$ cat src/rtl/clus_ctrl_pkg.sv
// clus_ctrl_pkg
//   Shared definitions for the cluster sequencer.
//   - clus_state_t : sequencer state encoding. IDLE is all-zero, so a cleared
//                    state register reads as IDLE on the debug port.
//   - READ_LAT     : psum GLB read latency in cycles. This is the length of RD_WAIT.
//   - cnt_bits     : width of a counter that must hold values 0..max_count.
package clus_ctrl_pkg;

  localparam int READ_LAT = 1;

  typedef enum logic [3:0] {
    ST_IDLE     = 4'd0,
    ST_LOAD_W   = 4'd1,
    ST_LOAD_A   = 4'd2,
    ST_SPAD     = 4'd3,
    ST_WAIT_LD  = 4'd4,
    ST_WAIT_CMP = 4'd5,
    ST_RD_REQ   = 4'd6,
    ST_RD_WAIT  = 4'd7,
    ST_OUT      = 4'd8,
    ST_FIN      = 4'd9
  } clus_state_t;

  function automatic int cnt_bits(input int max_count);
    return $clog2(max_count) + 1;
  endfunction

endpackage

$ cat src/rtl/clus_out_reg.sv
// clus_out_reg
//   Holding register for the psum result stream.
//   Ports:
//     clk, reset     : clock and synchronous active-low reset
//     load/load_data : capture a new word; this raises out_valid on the next cycle
//     out_ready      : consumer accept
//     out_valid/out_data : registered stream output
//   Handshake: a word transfers on a cycle with out_valid && out_ready. While
//   out_valid is high and out_ready is low, out_data does not change. The
//   sequencer issues load only while out_valid is low.
module clus_out_reg #(
  parameter int W = 16
) (
  input  logic         clk,
  input  logic         reset,
  input  logic         load,
  input  logic [W-1:0] load_data,
  input  logic         out_ready,
  output logic         out_valid,
  output logic [W-1:0] out_data
);

  logic         valid_q, valid_d;
  logic [W-1:0] data_q, data_d;

  always_comb begin
    valid_d = valid_q;
    data_d  = data_q;
    if (valid_q && out_ready) valid_d = 1'b0;
    if (load) begin
      valid_d = 1'b1;
      data_d  = load_data;
    end
  end

  always_ff @(posedge clk) begin
    if (!reset) begin
      valid_q <= 1'b0;
      data_q  <= '0;
    end else begin
      valid_q <= valid_d;
      data_q  <= data_d;
    end
  end

  assign out_valid = valid_q;
  assign out_data  = data_q;

endmodule

$ cat src/rtl/clus_ctrl.sv
// clus_ctrl
//   Sequencer for one processing cluster. The sequencer runs these steps in order:
//   1. Write the host word stream into the weight GLB, then into the activation GLB.
//   2. Pulse the spad-load controls.
//   3. Wait for load_done, then pulse start.
//   4. Wait for compute_done. A timeout here sets the sticky error.
//   5. Read each psum, one word at a time, and stream it out.
//   Ports:
//     clk, reset (sync, active-low), job_start -> busy, job_done, error
//     in_valid/in_ready/in_data    : host load stream
//     out_valid/out_ready/out_data : psum result stream
//     write_en_*/w_addr_*/w_data_* : GLB writes (combinational pass-through of in_data)
//     load_spad_ctrl_*, start      : cluster control pulses
//     load_done, compute_done      : cluster status
//     read_req_psum/r_addr_psum/r_data_psum : psum GLB read, data READ_LAT cycles later
//     dbg_state                    : current sequencer state
//   All outputs are forced to 0 while reset is low.
module clus_ctrl
  import clus_ctrl_pkg::*;
#(
  parameter int DATA_BITWIDTH = 16,
  parameter int ADDR_BITWIDTH = 10,
  parameter int W_COUNT       = 9,
  parameter int A_COUNT       = 25,
  parameter int P_COUNT       = 9,
  parameter int W_BASE        = 0,
  parameter int A_BASE        = 0,
  parameter int P_BASE        = 0,
  parameter int CMP_TIMEOUT   = 1023
) (
  input  logic                     clk,
  input  logic                     reset,
  input  logic                     job_start,
  output logic                     busy,
  output logic                     job_done,
  output logic                     error,
  input  logic                     in_valid,
  output logic                     in_ready,
  input  logic [DATA_BITWIDTH-1:0] in_data,
  output logic                     out_valid,
  input  logic                     out_ready,
  output logic [DATA_BITWIDTH-1:0] out_data,
  output logic                     write_en_wght,
  output logic [ADDR_BITWIDTH-1:0] w_addr_wght,
  output logic [DATA_BITWIDTH-1:0] w_data_wght,
  output logic                     write_en_iact,
  output logic [ADDR_BITWIDTH-1:0] w_addr_iact,
  output logic [DATA_BITWIDTH-1:0] w_data_iact,
  output logic                     load_spad_ctrl_wght,
  output logic                     load_spad_ctrl_iact,
  output logic                     start,
  input  logic                     load_done,
  input  logic                     compute_done,
  output logic                     read_req_psum,
  output logic [ADDR_BITWIDTH-1:0] r_addr_psum,
  input  logic [DATA_BITWIDTH-1:0] r_data_psum,
  output clus_state_t              dbg_state
);

  localparam int CW = cnt_bits((W_COUNT > A_COUNT) ? W_COUNT : A_COUNT);
  localparam int PW = cnt_bits(P_COUNT);
  localparam int TW = cnt_bits(CMP_TIMEOUT);
  localparam int LW = cnt_bits(READ_LAT);

  clus_state_t   state_q, state_d;
  logic [CW-1:0] cnt_q, cnt_d;
  logic [PW-1:0] pcnt_q, pcnt_d;
  logic [TW-1:0] timer_q, timer_d;
  logic [LW-1:0] lat_q, lat_d;
  logic          error_q, error_d;
  logic          start_q, start_d;
  logic          cap;
  logic          ov;
  logic [DATA_BITWIDTH-1:0] od;

  always_comb begin
    state_d             = state_q;
    cnt_d               = cnt_q;
    pcnt_d              = pcnt_q;
    timer_d             = timer_q;
    lat_d               = lat_q;
    error_d             = error_q;
    start_d             = 1'b0;
    cap                 = 1'b0;
    in_ready            = 1'b0;
    write_en_wght       = 1'b0;
    w_addr_wght         = '0;
    w_data_wght         = '0;
    write_en_iact       = 1'b0;
    w_addr_iact         = '0;
    w_data_iact         = '0;
    load_spad_ctrl_wght = 1'b0;
    load_spad_ctrl_iact = 1'b0;
    read_req_psum       = 1'b0;
    r_addr_psum         = '0;
    job_done            = 1'b0;
    // Outputs stay at their zero defaults while reset is held.
    if (reset) begin
      unique case (state_q)
        ST_IDLE: begin
          if (job_start) begin
            state_d = ST_LOAD_W;
            error_d = 1'b0;
            cnt_d   = '0;
            pcnt_d  = '0;
            timer_d = '0;
            lat_d   = '0;
          end
        end
        ST_LOAD_W: begin
          in_ready = 1'b1;
          if (in_valid) begin
            write_en_wght = 1'b1;
            w_addr_wght   = ADDR_BITWIDTH'(W_BASE + int'(cnt_q));
            w_data_wght   = in_data;
            if (cnt_q == CW'(W_COUNT - 1)) begin
              cnt_d   = '0;
              state_d = ST_LOAD_A;
            end else begin
              cnt_d = cnt_q + 1'b1;
            end
          end
        end
        ST_LOAD_A: begin
          in_ready = 1'b1;
          if (in_valid) begin
            write_en_iact = 1'b1;
            w_addr_iact   = ADDR_BITWIDTH'(A_BASE + int'(cnt_q));
            w_data_iact   = in_data;
            if (cnt_q == CW'(A_COUNT - 1)) begin
              cnt_d   = '0;
              state_d = ST_SPAD;
            end else begin
              cnt_d = cnt_q + 1'b1;
            end
          end
        end
        ST_SPAD: begin
          load_spad_ctrl_wght = 1'b1;
          load_spad_ctrl_iact = 1'b1;
          state_d             = ST_WAIT_LD;
        end
        ST_WAIT_LD: begin
          // start is registered, so it is high in the first WAIT_CMP cycle.
          if (load_done) begin
            start_d = 1'b1;
            timer_d = '0;
            state_d = ST_WAIT_CMP;
          end
        end
        ST_WAIT_CMP: begin
          // compute_done has priority over the timeout. A level that is
          // already high on entry is accepted in the first cycle.
          if (compute_done) begin
            pcnt_d  = '0;
            state_d = ST_RD_REQ;
          end else if (timer_q == TW'(CMP_TIMEOUT)) begin
            error_d = 1'b1;
            state_d = ST_FIN;
          end else begin
            timer_d = timer_q + 1'b1;
          end
        end
        ST_RD_REQ: begin
          read_req_psum = 1'b1;
          r_addr_psum   = ADDR_BITWIDTH'(P_BASE + int'(pcnt_q));
          lat_d         = '0;
          state_d       = ST_RD_WAIT;
        end
        ST_RD_WAIT: begin
          if (lat_q == LW'(READ_LAT - 1)) begin
            cap     = 1'b1;
            state_d = ST_OUT;
          end else begin
            lat_d = lat_q + 1'b1;
          end
        end
        ST_OUT: begin
          if (ov && out_ready) begin
            pcnt_d  = pcnt_q + 1'b1;
            state_d = (pcnt_q == PW'(P_COUNT - 1)) ? ST_FIN : ST_RD_REQ;
          end
        end
        ST_FIN: begin
          job_done = 1'b1;
          state_d  = ST_IDLE;
        end
        default: state_d = ST_IDLE;
      endcase
    end
  end

  always_ff @(posedge clk) begin
    if (!reset) begin
      state_q <= ST_IDLE;
      cnt_q   <= '0;
      pcnt_q  <= '0;
      timer_q <= '0;
      lat_q   <= '0;
      error_q <= 1'b0;
      start_q <= 1'b0;
    end else begin
      state_q <= state_d;
      cnt_q   <= cnt_d;
      pcnt_q  <= pcnt_d;
      timer_q <= timer_d;
      lat_q   <= lat_d;
      error_q <= error_d;
      start_q <= start_d;
    end
  end

  clus_out_reg #(.W(DATA_BITWIDTH)) u_out_reg (
    .clk       (clk),
    .reset     (reset),
    .load      (cap),
    .load_data (r_data_psum),
    .out_ready (out_ready),
    .out_valid (ov),
    .out_data  (od)
  );

  assign busy      = reset && (state_q != ST_IDLE);
  assign error     = reset && error_q;
  assign start     = reset && start_q;
  assign out_valid = reset && ov;
  assign out_data  = reset ? od : '0;
  assign dbg_state = state_q;

endmodule
$ cat config.mk
export PLATFORM = sky130hd
export DESIGN_NAME = clus_ctrl
export DESIGN_NICKNAME = d
export VERILOG_FILES = /design/src/rtl/clus_ctrl_pkg.sv /design/src/rtl/clus_out_reg.sv /design/src/rtl/clus_ctrl.sv
export SDC_FILE = /design/constraint.sdc
export NUM_CORES = 1
export LEC_CHECK = 0
export CAP_MARGIN = 0
export CORE_MARGIN = 2
export CORE_UTILIZATION = 40
export DETAILED_ROUTE_END_ITERATION = 8
export GPL_TIMING_DRIVEN = 0
export HOLD_SLACK_MARGIN = 0.08
export PLACE_DENSITY = 0.85
export SYNTH_ARGS = -nofsm -noshare
export SYNTH_HDL_FRONTEND = slang
export SYNTH_HIERARCHICAL = 1
export SYNTH_SLANG_ARGS = --single-unit
$ cat constraint.sdc
create_clock -name clk -period 5.61 [get_ports clk]
set_input_delay 1.683 -clock clk [delete_from_list [all_inputs] [get_ports clk]]
set_output_delay 1.683 -clock clk [all_outputs]
set_load 0.1 [all_outputs]
==> reports/qor.yml <==
status:
  status: "completed"
routing:
  routed_wl_um: 9190
  drc: 0
  routedWlPerCell_um: 15.1
  vias: 3113
  drtIter0Drc: 200
  detail-route-antenna-nets: 0
  viasPerCell: 5.11
  first_pass_iters: 5
min_path:
  hold_end: "error_q$_SDFFE_PN0P_"
  hold_start: "error_q$_SDFFE_PN0P_"
  hold_depth: 2
  hold_path.class: "reg -> reg"
placement:
  numPortBuffers: 118
  gp_congestion: 0.925
  place_hpwl_um: 7050
  dpl_cell_area_um2: 4380
sta:
  worstMarginPinSlew_ns: 1.01
  relSlewSlack_pct: 32.7
  min_period_ns: 5.30
  max_freq_mhz: 189
  rsz0062_at_grt: "false"
  skew_ns: 0.0107
  finalMaxSlewViolations: 0
  setup_violations: 0
  hold_violations: 0
  min_period_over_period_pct: 94.5
die:
  die-area_um2: 8270
  die_h_um: 90.9
  start_util_pct: 41.5
  die_w_um: 90.9
  io-pin-count: 132
  design.core.area_um2: 7290
  rows: 31
yosys:
  syn_area_um2: 3020
  synthFlopType: "dfxtp_1"
  synth_seq_cells: 45
  synth-async-reset-ratio_pct: 0
  ys_types: 60
  synth_edf_count: 0
  synth_area_per_cell_um2: 8.13
  synthTopCellsByCount: "and2_1 (67), dfxtp_1 (45), nor2_1 (24), nand3_1 (21), mux2i_1 (20)"
  synth_top_cell_area_share_pct: 29.8
  synthCells: 372
  synth_most_common_cell: "and2_1"
  seq_area_frac_synth_pct: 29.8
  yosys-top-cells-area: "dfxtp_1 (30%), and2_1 (14%), mux2i_1 (6.6%)"
  synth_top_area_cell: "dfxtp_1"
  synth_warnings: 6
global_route:
  grt_antenna_before_repair: 0
  grt_pass1_vias: 2964
  grt_max_degree: 17
  grt_first_pass_wirelength_um: 14700
  grt_use_total_pct: 21.6
  grt-ovfl-total: 0
setup_path:
  cp_num_buf_inv: 2
  critPathArrivalTime_ns: 3.62
  regToRegEndpoint: "cnt_q[2]$_SDFFE_PN0P_"
  critPathMaxStageDelay_ns: 0.87
  r2r_cells: 7
  cp.required_ns: 3.93
  crit_fanout: 5
  start_kind: "input pin"
  timing.rr.start: "dbg_state[1]$_SDFFE_PN0P_"
  path_class: "in -> out"
  cp_top_family: "buffers and inverters"
  endpoint_kind: "primary output"
  r2r_slack_ns: 3.21
  critical_path.cell_chain: "clkdlybuf4s50_1 > and4_1 > and2_1 > dlygate4sd2_1"
  cpMaxStageDelayCell: "dlygate4sd2_1"
cells_and_area:
  syn_to_final_growth_pct: 45.9
  nets: 553
  design_area_um2: 4410
  diodes: 0
  drive_gt1_share_pct: 22.9
cts:
  htree_levels: 2
  cts_sinks: 45
  ctsHoldBuffers: 0
  cts_buffers: 5
  clk_latency_ns: 0.30
  cts_root_buffer: "clkbuf_8"
  post_cts_buffers: 0
  clk_path_buf_depth: 2
  cts_tree: "built"
  clk_pin_slew_ns: 0.08
power:
  leakage_nw: 1.75
  peakVddDrop_uv: 326
  p_per_area_nw_per_um2: 260
  fin_total_pwr_mw: 1.15
run:
  cap_violations: 0
-- registers in the layout, indices dropped and copies added (netlist names) --
signal               cells
dbg_state                4
cnt_q                    6
u_out_reg/out_valid      1
u_out_reg/out_data      16
start_q                  1
timer_q                 11
error_q                  1
pcnt_q                   5
-- metrics by stage --
stage / instances / worst slack [ns] / TNS [ns] / hold WS (ns) / util, %
3_3_place_gp: 601 / -1.18 / -50.64 / 0.464 / 60.1
6_report: 609 / 0.311 / 0 / 0.484 / 60.5
2_1_floorplan: 384 / -0.367 / -1.44 / 0.453 / -
3_5_place_dp: 601 / -1.28 / -54.52 / 0.472 / 60.1
5_1_grt: 609 / 0.269 / 0 / 0.504 / 60.5
4_1_cts: 609 / 0.00101 / 0 / 0.485 / 61.0
-- worst max-delay path by stage --
stage                  start              end  slack [ns]  cells past startpoint
finish              in_valid  w_data_wght[15]        0.31                      4
detailed placement     reset   w_data_iact[4]       -1.28                      7
floorplan              reset   r_addr_psum[2]       -0.37                      4
CTS                    reset   w_data_wght[9]       0.001                      6
global placement       reset   w_data_iact[4]       -1.18                      7
global route        in_valid   w_data_wght[7]        0.27                      4
-- per-layer routing --
metal / wire length, um / up-vias / track usage [%]
li1: - / 1533 / -
met1: 3980 / 1432 / 26.3
met2: 4480 / 134 / 38.5
met3: 541 / 14 / 3.90
met4: 192 / 0 / 6.19
met5: 0 / - / 0
-- worst min-delay path, delay by kind of cell, from the launching register on --
family	cells	cell delay, ns
compound gates	1	0.07
buf+inv	1	0.06
flops	1	0.31
-- kinds of logic after synthesis --
kind of cell	share of synthesized area, %
buffers and inverters	8.94
XOR/XNOR	2.90
other	0.124
multiplexers	6.99
AO/OA/AOI/OAI	9.81
AND/OR/NAND/NOR	39.4
adder cells (fa/ha/maj)	2.07
flip-flops	29.8
-- report_power, final --
group          switching, mW  internal (mW)
Combinational          0.418          0.170
Clock                  0.119         0.0908
Sequential            0.0140          0.334
-- area by class of cell --
type                    instances  area, um^2
clock buffers                   5        68.8
plain buffers                  35         235
clock inverters                 3        25.0
repair buffers                118        1100
fillers                       646        2880
flip-flops and latches         45         901
well taps                      99         124
inverters                      11        41.3
multi-input cells             293        1920
-- cell usage in the layout (no fill, tap or decap), drive strengths merged, types with 6 or more instances in the layout --
cell type / synthesis / layout
and2: 67 / 67
buf: 21 / 51
dfxtp: 45 / 45
clkdlybuf4s50: 0 / 41
clkdlybuf4s15: 0 / 34
nor2: 25 / 25
clkbuf: 14 / 25
nand3: 21 / 21
mux2i: 20 / 20
nor2b: 20 / 20
nand2: 17 / 17
a21oi: 16 / 16
conb: 1 / 13
inv: 10 / 12
nor3: 7 / 7
xor2: 7 / 7
o21ai: 7 / 7
o31ai: 6 / 6
or4: 6 / 6
-- what timing repair did --
item / 4_1_cts / 5_1_grt
pin swaps: 0 / 1
setup endpoints to repair: 76 / 44
gates resized for setup: 296 / 19
No activity file was read; power rests on OpenSTA's default activity.
